==> src/rtl/clock_frequency_divider.sv <==
// rtl/clock_frequency_divider.sv - square-wave clock divider with rising-edge strobe
module clock_frequency_divider #(
    parameter int INPUT_FREQUENCY  = 50000000,
    parameter int OUTPUT_FREQUENCY = 1
) (
    input  logic InClock,
    input  logic reset,
    output logic OutClock,
    output logic OutTick
);

    // Guard the division so a zero output frequency reaches the explicit check below
    // instead of failing as a divide-by-zero during elaboration.
    localparam int HALF_PERIOD   = (OUTPUT_FREQUENCY == 0) ? 0
                                 : INPUT_FREQUENCY / (2 * OUTPUT_FREQUENCY);
    localparam int COUNTER_WIDTH = (HALF_PERIOD > 1) ? $clog2(HALF_PERIOD) : 1;
    localparam int LAST_COUNT    = (HALF_PERIOD > 0) ? HALF_PERIOD - 1 : 0;
    localparam logic [COUNTER_WIDTH-1:0] LAST = COUNTER_WIDTH'(LAST_COUNT);

    // Reject configurations that cannot produce a half period of at least one cycle.
    generate
        if (OUTPUT_FREQUENCY == 0) begin : g_zero_output
            $error("clock_frequency_divider: OUTPUT_FREQUENCY must be non-zero");
        end
        if (OUTPUT_FREQUENCY != 0 && HALF_PERIOD < 1) begin : g_too_fast
            $error("clock_frequency_divider: OUTPUT_FREQUENCY exceeds INPUT_FREQUENCY/2");
        end
    endgenerate

    logic [COUNTER_WIDTH-1:0] counter;

    // Count input cycles, toggle the output clock at each half period and pulse the
    // strobe on the same edge that takes the output clock from 0 to 1.
    always_ff @(posedge InClock) begin
        if (reset) begin
            counter  <= '0;
            OutClock <= 1'b0;
            OutTick  <= 1'b0;
        end else begin
            OutTick <= 1'b0;
            if (counter == LAST) begin
                counter  <= '0;
                OutClock <= ~OutClock;
                OutTick  <= ~OutClock;
            end else begin
                counter <= counter + 1'b1;
            end
        end
    end

endmodule

==> config.mk <==
export PLATFORM = sky130hd
export DESIGN_NAME = clock_frequency_divider
export DESIGN_NICKNAME = d
export VERILOG_FILES = /design/src/rtl/clock_frequency_divider.sv
export SDC_FILE = /design/constraint.sdc
export NUM_CORES = 1
export LEC_CHECK = 0
export BUFFER_PORTS_ARGS = -buffer_cell sky130_fd_sc_hd__buf_2
export CAP_MARGIN = 20
export CORE_ASPECT_RATIO = 0.9
export CORE_MARGIN = 2
export CORE_UTILIZATION = 63
export CTS_BUF_LIST = sky130_fd_sc_hd__clkbuf_2 sky130_fd_sc_hd__clkbuf_4 sky130_fd_sc_hd__clkbuf_8
export DETAILED_ROUTE_END_ITERATION = 6
export GPL_TIMING_DRIVEN = 0
export PLACE_DENSITY = 0.87
export SYNTH_ARGS = -nofsm -noshare
export SYNTH_HDL_FRONTEND = slang
export SYNTH_SLANG_ARGS = --single-unit
==> constraint.sdc <==
create_clock -name InClock -period 2.5 [get_ports InClock]
set_clock_uncertainty 0.05 [all_clocks]
set_input_delay 0.25 -clock InClock [delete_from_list [all_inputs] [get_ports InClock]]
set_output_delay 0.25 -clock InClock [all_outputs]
set_load 0.02 [all_outputs]
# Word-level counts from Yosys, hierarchy flattened
# Cells that the tools add are included.
# totals
register_bits	27
latchBits	0
mem_bits_rw	0
rom_bits	0
input_bits	2
output_inout_bits	2
word_cells	9
mem_count	0
# op_classes
addsub	1
multipliers	0
div	0
n_lt_le_gt_ge	0
eq_ne	1
shifts	0
muxes	0
bitwise_logic	2
n_reduce_logical	2
# ops
cell	count
$add 25x1->25 const B	1
$eq 25x25->1 const B	1
$reduce_or 2->1	2
$not 1->1	2

# Depth between registers and ports, before layout
# logic_depth
depth_word	3
depth_mapped	6
ltp_nobuf	5

# Worst setup path after synthesis
# OpenSTA, ideal clock, no wires.
# synth_path
path_kind	reg2reg
start	reg counter[0]
end	reg counter[24]
setup_time_ns	0.070
arrival_ns	1.812
required_ns	2.380
setup_slack_ns	0.569
path_stages_with_launch	7
n_path_buf	1
synth_period_minus_slack_ns	1.931
cell_sequence	dfxtp_1 > ha_1 > nand3_2 > or3_1 > buf_2 > or4_1 > a21oi_1
# synth_between
elab_chain_cells	2
word_cells_on_any_way	3
classes_between	1 x add/sub; 1 x eq/ne; 1 x reduce/logical
# synth_lines
item	line_no	rtl
start, declared	30	logic [COUNTER_WIDTH-1:0] counter;
start signal, assigned	46	counter <= counter + 1'b1;
parallel branches: the longest is 2 deep, another holds $add 25x1->25	-	
# Several ways; the timed one is not identified.
# A chain may end at the register's enable or synchronous reset.

# Worst setup path in the final report
# layout_path
start	reg counter[0]
end	reg counter[3]
# Same word-level chain as after synthesis.

==> impl_results.md <==
- Antenna cells: 0
- Buf+Inv Stages, Crit Path: 1
- First-pass GRT wire length: 3.96 mm
- Die area: 2310 µm²
- Post-synth cell types: 26
- Placed Area: 1270 µm²
- Slew @ Worst Pin: 563 ps
- Synth Area in XOR/XNOR: 0.107
- Final #Nets: 148
- Post-synth top area share: 0.442
- Post-cts sizing count: 0
- RSZ-0062 raised after global routing: no
- Worst-skew pair later-pin latency: 330 ps
- Slowest stage delay, CP: 610 ps
- Starting Density: 0.651
- CTS Hold Bufs: 0
- Yosys Warn Count: 0
- CP Capture Type: flip-flop
- Gr ovfl total: 0
- Register area: 541 µm²
- Gr usage total: 0.236
- Nature of the critical path startpoint: flip-flop
- CTS H-tree depth: 1
- CP required: 2680 ps
- Die Wd: 50.4 µm
- # setup viols final: 0
- CTS Buffer Depth: 2
- Largest family of logic cells by synthesized area: simple AND/OR/NAND/NOR gates
- Area of the multi-input gates: 641 µm²
- Initial DRC Count: 42
- Synth area leader: dfxtp_1
- Worst-path clk slew: 140 ps
- Standard-cell rows: 15
- Slew headroom: 0.621
- Top Family by Delay on Critical Path: simple AND/OR/NAND/NOR gates
- CP max-delay cell: or4_1
- CP cell instances: ha_1, nand3_2, or4_1, o21bai_2, buf_2, nor2_1
- Pwr dens: 507 nW/µm²
- Core area: 1880 µm²
- Filler Cells Inserted: 157
- Seq/Total Area, Yosys: 0.442
- Worst ir drop on vdd: 0.000314 V
- Sink Count: 27
- Final period util: 0.904
- Crit Path Max Fanout: 10
- Commonest non-fill, non-tap cells in the layout: dfxtp_1, nor2_1, xnor2_1
- Placer congestion estimate: 0.764
- Worst Setup Path Type: flip-flop to flip-flop
- TritonRoute pass-1 iters: 4
- CTS Buf Count: 3
- CP arrival: 2450 ps
- Residual DRC count: 0
- IO Pins: 4
- Mux cell area share after synthesis: 0
- Root Buffer: clkbuf_4
- Final Instance Area: 1300 µm²
- F_max: 442 MHz
- Max-Cap Viols: 0
- Setup Fix Bufs, Post-CTS: 0
- Vias in the first global route: 961
- Syn Inst Count: 137
- Detail-routed via count per cell: 6.23
- CTS tree: yes
- Post-Syn Area: 1220 µm²
- Pin count of the biggest net entering global routing: 15
- HP Class: input pin to flip-flop
- Share of cells above drive strength 1: 0.111
- Post-detail-place hpwl: 1.89 mm
- Overall routed net length: 2.61 mm
- Syn Area/Cell: 8.92 µm²
- Post-route ant nets: 0
- Area contributors post-synth: dfxtp_1, xnor2_1, nor2_1, or4_1, a21oi_1
- Post-synthesis compound-gate area fraction: 0.0983
- Mapped Nets: 140
- IO buf count: 3
- Seq cells post-synth: 27
- Most common cell after layout, fill and taps aside: dfxtp_1
- Total number of vias: 1053
- Slew Limit Fails: 0
- Fraction of the mapped netlist area in simple logic gates: 0.308
- Drt wl/cell: 15.4 µm
- Initial antenna violation count: 0
- Post-Synth Adder-Cell Area: 0.0102
- Final min period: 2260 ps
- Chip height: 45.8 µm
- Layout area overhead: 6.24%
- Leak Pwr: 0.398 nW
- Outcome: complete, no violations
- Post-route setup TNS: 0 ps
- Final Hold Fails: 0
==> registers in the layout, summed over array words and instances, names as in the netlist <==
name,flops
counter,25
OutTick,1
OutClock,1
==> layer usage <==
layer  part of all wire  wire length [µm]  vias up  GRT usage
met5                  0                 0        -          0
met4              0.026                68        0      0.151
met3              0.037                97        7     0.0395
met2               0.49              1270       35      0.442
met1               0.45              1170      495      0.250
li1                   -                 -      516          -
==> Yosys cell counts, drive strengths merged <==
master and number:
nor4b 2, buf 3, nand4 8, nor3 3
dfxtp 27, or4 7, nor4 5, o21ai 2
or3 4, a21oi 9, nand2 6, ha 1
o21bai 1, nand3 7, xnor2 11, inv 6
nor2 20, o31ai 6, and4 3, a31o 1
xor2 4, clkbuf 1
==> logic make-up after synthesis <==
group,Yosys count
AND/OR/NAND/NOR,65
buffers and inverters,10
flip-flops,27
AO/OA/AOI/OAI,19
adder cells (fa/ha/maj),1
XOR/XNOR,15
==> worst paths after layout <==
check                                start          to  slack, ps  depth (start not counted)
worst min-delay path                 reset  counter[4]         70                          2
worst max register to register  counter[0]  counter[3]        240                          6
worst max-delay path            counter[0]  counter[3]        240                          6
worst min register to register    OutClock     OutTick        450                          1
==> worst register-to-register path: stages (launching register included) <==
cell      delay (ps)
dfxtp_1          410
ha_1             220
nand3_2          190
or4_1            610
o21bai_2         300
buf_2            290
nor2_1            90
==> per-stage QoR <==
| step | setup WS, ps | hold slack [ps] | utilization | power, W | instances |
|---|---|---|---|---|---|
| CTS | 273 | 55.4 | 0.692 | 0.000658 | 169 |
| detailed placement | 285 | 414 | 0.676 | 0.000466 | 165 |
| floorplan | 569 | 269 | - | 0.000460 | 137 |
| global placement | 376 | 386 | 0.676 | 0.000464 | 165 |
| global route | 132 | 64.1 | 0.692 | 0.000673 | 169 |
| finish | 239 | 69.7 | 0.692 | 0.000659 | 169 |
==> power by group <==
part           internal [W]  total [W]  switching (W)
clock network     0.0000736   0.000202       0.000129
registers          0.000434   0.000439     0.00000474
logic            0.00000611  0.0000174      0.0000113
==> layout make-up <==
class / instances / share of cell area
plain buffers: 4 / 0.0145
clock buffers: 4 / 0.0231
inverters: 6 / 0.0173
multi-input cells: 100 / 0.493
flip-flops and latches: 27 / 0.416
well taps: 25 / 0.0241
repair buffers: 3 / 0.0116
Power figures use the tool's default switching activity.
